## config.mk

```make
export PLATFORM = sky130hd
export DESIGN_NAME = fp_result_packer
export DESIGN_NICKNAME = d
export VERILOG_FILES = /design/src/rtl/fp_fmt_pkg.sv /design/src/rtl/fmt_skid_buffer.sv /design/src/rtl/fp_result_packer.sv
export SDC_FILE = /design/constraint.sdc
export NUM_CORES = 1
export LEC_CHECK = 0
export CAP_MARGIN = 20
export CORE_ASPECT_RATIO = 0.8
export CORE_MARGIN = 3
export CORE_UTILIZATION = 51
export CTS_BUF_LIST = sky130_fd_sc_hd__clkbuf_8 sky130_fd_sc_hd__clkbuf_16
export DETAILED_ROUTE_END_ITERATION = 12
export GPL_TIMING_DRIVEN = 0
export PLACE_DENSITY = 0.8
export SETUP_SLACK_MARGIN = 0.2
export SYNTH_ARGS = -nofsm -noshare
export SYNTH_HDL_FRONTEND = slang
export SYNTH_SLANG_ARGS = --single-unit
```

## constraint.sdc

```tcl
create_clock -name clk -period 2.1 [get_ports clk]
set_input_delay 0.315 -clock clk [delete_from_list [all_inputs] [get_ports clk]]
set_output_delay 0.315 -clock clk [all_outputs]
set_load 0.02 [all_outputs]
```

## src/rtl/fp_fmt_pkg.sv

```systemverilog
// Shared types and width helpers for the FP result packer and its output buffer.
package fp_fmt_pkg;

  typedef enum logic [1:0] {
    BUF_EMPTY = 2'd0,
    BUF_ONE   = 2'd1,
    BUF_TWO   = 2'd2
  } buf_state_e;

  function automatic int exp_field_width(input int ew);
    return ew - 1;
  endfunction

  function automatic int packed_width(input int ew, input int sw);
    return 1 + exp_field_width(ew) + sw;
  endfunction

endpackage

```

## src/rtl/fmt_skid_buffer.sv

```systemverilog
// Two-entry valid/ready buffer; in_ready is registered so the upstream path is cut.
// state     | meaning
// BUF_EMPTY | no beat held, out_valid low
// BUF_ONE   | head holds one beat, can still accept
// BUF_TWO   | head and tail full, in_ready low
module fmt_skid_buffer
  import fp_fmt_pkg::*;
#(
  parameter int W = 32
) (
  input  logic         clk,
  input  logic         rst,
  input  logic         in_valid,
  output logic         in_ready,
  input  logic [W-1:0] in_data,
  output logic         out_valid,
  input  logic         out_ready,
  output logic [W-1:0] out_data,
  output logic         accept_o
);

  buf_state_e   state_q, state_d;
  logic [W-1:0] head_q, head_d;
  logic [W-1:0] tail_q, tail_d;
  logic         in_ready_q, in_ready_d;
  logic         accept, drain;

  assign accept    = in_valid & in_ready_q;
  assign drain     = (state_q != BUF_EMPTY) & out_ready;
  assign in_ready  = in_ready_q;
  assign out_valid = (state_q != BUF_EMPTY);
  assign out_data  = head_q;
  assign accept_o  = accept;

  always_comb begin
    state_d = state_q;
    head_d  = head_q;
    tail_d  = tail_q;
    case (state_q)
      BUF_EMPTY: begin
        if (accept) begin
          head_d  = in_data;
          state_d = BUF_ONE;
        end
      end
      BUF_ONE: begin
        if (accept && drain) begin
          head_d = in_data;
        end else if (accept) begin
          tail_d  = in_data;
          state_d = BUF_TWO;
        end else if (drain) begin
          state_d = BUF_EMPTY;
        end
      end
      BUF_TWO: begin
        if (drain) begin
          head_d  = tail_q;
          state_d = BUF_ONE;
        end
      end
      default: state_d = BUF_EMPTY;
    endcase
    in_ready_d = (state_d != BUF_TWO);
  end

  always_ff @(posedge clk or negedge rst) begin
    if (!rst) begin
      state_q    <= BUF_EMPTY;
      head_q     <= '0;
      tail_q     <= '0;
      in_ready_q <= 1'b1;
    end else begin
      state_q    <= state_d;
      head_q     <= head_d;
      tail_q     <= tail_d;
      in_ready_q <= in_ready_d;
    end
  end

endmodule

```

## src/rtl/fp_result_packer.sv

```systemverilog
// FP add/sub output stage: IEEE special-value substitution, packing, skid buffer, sticky flags.
// Optional FMT_EVENT_CNT_EN adds saturating overflow/underflow event counters.
module fp_result_packer
  import fp_fmt_pkg::*;
#(
  parameter  int EW = 9,
  parameter  int SW = 23,
  localparam int W  = packed_width(EW, SW)
) (
  input  logic          clk,
  input  logic          rst,
  input  logic          in_valid,
  output logic          in_ready,
  input  logic          sign_i,
  input  logic [EW-1:0] exp_i,
  input  logic [SW-1:0] sig_i,
  input  logic          overflow_i,
  input  logic          underflow_i,
  output logic          out_valid,
  input  logic          out_ready,
  output logic [W-1:0]  result_o,
  output logic          ovf_flag_o,
  output logic          unf_flag_o,
`ifdef FMT_EVENT_CNT_EN
  output logic [15:0]   ovf_cnt_o,
  output logic [15:0]   unf_cnt_o,
`endif
  input  logic          clr_flags_i
);

  localparam int XW = exp_field_width(EW);
  localparam logic [XW-1:0] EXP_ONES = '1;
  localparam logic [XW-1:0] EXP_ZERO = '0;
  localparam logic [SW-1:0] SIG_ZERO = '0;

  logic [W-1:0] packed_word;
  logic         accept;
  logic         ovf_q, ovf_d;
  logic         unf_q, unf_d;
  logic         ovf_evt, unf_evt;

  // The guard MSB only matters to the upstream range check, which already folded it into the flags.
  logic unused_exp_msb;
  assign unused_exp_msb = exp_i[EW-1];

  always_comb begin
    if (overflow_i)       packed_word = {sign_i, EXP_ONES, SIG_ZERO};
    else if (underflow_i) packed_word = {sign_i, EXP_ZERO, SIG_ZERO};
    else                  packed_word = {sign_i, exp_i[EW-2:0], sig_i};
  end

  fmt_skid_buffer #(.W(W)) u_buf (
    .clk       (clk),
    .rst       (rst),
    .in_valid  (in_valid),
    .in_ready  (in_ready),
    .in_data   (packed_word),
    .out_valid (out_valid),
    .out_ready (out_ready),
    .out_data  (result_o),
    .accept_o  (accept)
  );

  assign ovf_evt = accept & overflow_i;
  assign unf_evt = accept & underflow_i;

  // A set in the same cycle as a clear wins.
  assign ovf_d = ovf_evt | (ovf_q & ~clr_flags_i);
  assign unf_d = unf_evt | (unf_q & ~clr_flags_i);

  always_ff @(posedge clk or negedge rst) begin
    if (!rst) begin
      ovf_q <= 1'b0;
      unf_q <= 1'b0;
    end else begin
      ovf_q <= ovf_d;
      unf_q <= unf_d;
    end
  end

  assign ovf_flag_o = ovf_q;
  assign unf_flag_o = unf_q;

`ifdef FMT_EVENT_CNT_EN
  logic [15:0] ovf_cnt_q, ovf_cnt_d;
  logic [15:0] unf_cnt_q, unf_cnt_d;

  function automatic logic [15:0] cnt_next(input logic [15:0] cur, input logic evt,
                                           input logic clr);
    logic [15:0] nxt;
    nxt = cur;
    if (evt && clr)           nxt = 16'd1;
    else if (evt)             nxt = (cur == 16'hFFFF) ? cur : cur + 16'd1;
    else if (clr)             nxt = 16'd0;
    return nxt;
  endfunction

  assign ovf_cnt_d = cnt_next(ovf_cnt_q, ovf_evt, clr_flags_i);
  assign unf_cnt_d = cnt_next(unf_cnt_q, unf_evt, clr_flags_i);

  always_ff @(posedge clk or negedge rst) begin
    if (!rst) begin
      ovf_cnt_q <= 16'd0;
      unf_cnt_q <= 16'd0;
    end else begin
      ovf_cnt_q <= ovf_cnt_d;
      unf_cnt_q <= unf_cnt_d;
    end
  end

  assign ovf_cnt_o = ovf_cnt_q;
  assign unf_cnt_o = unf_cnt_q;
`endif

endmodule

```

==> results.ini <==
[finish]
final_core_util_pct=70.4
finalNonFillerCells=432
syn_to_final_growth_pct=30.1
final_common_cell=clkdlybuf4s50_1
layout-drive-gt1-share_pct=33.0
n_antenna_cell=0
regArea_sq_um=1730
nets=383
multi_input_area_sq_um=1650
layout_common_cells=clkdlybuf4s50_1, dfrtp_1, mux2_4, mux2_2, nor3b_1
fillCellCount=479

[global_routing]
grt_max_degree=70
groute.usage.overall_pct=19.6
grt_pass1_vias=2392
antenna_found_initial=0
grt_pass1_wl_um=12100
grt_remaining_overflow=0

[detailed_routing]
vias=2300
dr.pass1.iters=4
drtIter0Drc=94
ant_nets=0
drcViolationCount=0
routed_wl_um=7380
via_per_inst=5.32
wire_per_inst_um=17.1

[yosys]
synth_top_area_share_pct=47.6
synth_seq_cells=69
yosysWarnings=0
syn_area_per_cell_sq_um=13.9
ys_types=28
syn-num-nets=297
netlist_area_sq_um=3570
synth_top_cell_by_area=dfrtp_1
ys_seq_area_share_pct=48.3
synth.area.top_cells=dfrtp_1, mux2_4, mux2_2, nor3b_1, mux2i_1
postSynthCellCount=257

[pwr]
p_leak_uw=0.00210
power.density_nw_per_um2=1180
peakVddDrop_mv=0.614
power_uw=5480

[clocking]
clk_latency_ps=340
cts.clk_slew.worst_paths_ps=70
cts_inserted_buffers=9
root_buffer=clkbuf_8
cts_num_sinks=69
cts_tree=done
htreeDepth=3
clockBufferDepth=2

[critical_path]
cp-start-kind=primary input
r2r_slack_ps=340
reg2reg_from=u_buf.in_ready$_DFF_PN1_
criticalPathCategory=in -> reg
required_ps=2320
crit_path_max_fanout=10
r2r_cells=4
crit_arrival_ps=2120
end_kind=flop
r2r-end=u_buf.tail_q[11]$_DFFE_PN0P_

[die]
fp.dieH_um=80.9
rows=26
pin_count=76
fp.coreArea_sq_um=6600
start_util_pct=54.1
fp.dieArea_sq_um=8060
die_w_um=99.6

[timing]
slew-limit-headroom_pct=42.6
hold_violations=0
grt_setup_unrepaired=false
min_period_ps=1890
finClkSkew_ps=8.90
setup_viol=0
drv_slew=0
period_share_pct=90.1
worst_pin_slew_ps=861
fmax_mhz=528

[place]
io_buffer_count=74
dpl.cell_count=415
gp_congestion=0.848
dp_hpwl_um=5110

[min_path]
hold_path.class=in -> async

[status]
outcome=finished, final reports clean

[job]
maxCapViolations=0

-- flip-flops by register name, indices dropped and copies added (netlist names) --
signal / flops
u_buf.in_ready: 1
unf_flag_o: 1
u_buf.out_data: 32
u_buf.tail_q: 32
u_buf.state_q: 2
ovf_flag_o: 1
-- area by class of cell --
type                    count  area share, %
flip-flops and latches     69           37.2
multi-input cells         157           35.4
repair buffers             75           16.0
plain buffers              18           3.34
clock buffers              10           2.96
well taps                  84           2.26
clock inverters             6           1.86
inverters                  13           1.05
-- Yosys cell counts (all sizes together) --
master,instances
mux2,80
nand2b,9
inv,11
nand2,1
or2,1
nor2b,1
o211ai,1
dfrtp,68
nand4b,2
o221ai,1
clkbuf,6
mux2i,9
a21o,1
clkinv,2
nor3b,32
a31oi,8
a21oi,8
dfstp,1
buf,12
o22ai,2
nand3b,1
-- repair_timing --
action                     CTS  global route
hold endpoints to repair     0             0
setup buffers                0             1
pin swaps                    0             1
setup endpoints to repair    1            22
gates resized for setup      1             1
hold buffers                 0             0
-- report_power, final --
group | total (uW) | switching (uW) | internal [uW] | leakage, uW
combinational | 2190 | 957 | 1230 | 0.00111
sequential | 2090 | 267 | 1820 | 0.000878
clock | 1210 | 509 | 699 | 0.000112
-- layer usage --
metal | up-vias | share of wire [%] | global-route usage (%)
met5 | - | 0 | 0
met4 | 0 | 1.3 | 6.28
li1 | 1087 | - | -
met3 | 10 | 4.9 | 5.32
met2 | 55 | 46 | 30.5
met1 | 1148 | 48 | 26.8
-- worst max path at each step --
stage | start | endpoint | slack [ps] | cells after the start
final | underflow_i | u_buf.tail_q[27]$_DFFE_PN0P_ | 210 | 5
after global routing | underflow_i | u_buf.tail_q[24]$_DFFE_PN0P_ | 200 | 5
after CTS | u_buf.in_ready$_DFF_PN1_ | u_buf.tail_q[11]$_DFFE_PN0P_ | 200 | 4
after detailed placement | in_valid | u_buf.tail_q[11]$_DFFE_PN0P_ | -80 | 5
after global placement | rst | u_buf.out_data[4]$_DFFE_PN0P_ | -1680 | 1
after floorplan | u_buf.in_ready$_DFF_PN1_ | u_buf.tail_q[10]$_DFFE_PN0P_ | 340 | 4
-- worst max-delay path: stages --
cell	delay, ps
clkdlybuf4s50_1	580
clkbuf_1	430
clkinv_1	440
a21oi_1	250
mux2i_1	100
-- kinds of logic after synthesis --
logic type,Yosys count,share of synthesized area (%)
AND/OR/NAND/NOR,47,9.91
AO/OA/AOI/OAI,21,3.92
flip-flops,69,48.3
buffers and inverters,31,5.71
multiplexers,89,32.1
-- stage by stage --
step	instance area [sq um]	setup WS, ps	hold slack [ps]	TNS [ps]
after floorplan	3570	335	19.4	0
after global placement	4420	-1680	471	-115550
after detailed placement	4420	-84.5	478	-1460
after CTS	4640	201	117	0
after global routing	4650	203	158	0
final	4650	208	90.1	0
Power figures use the tool's default switching activity.
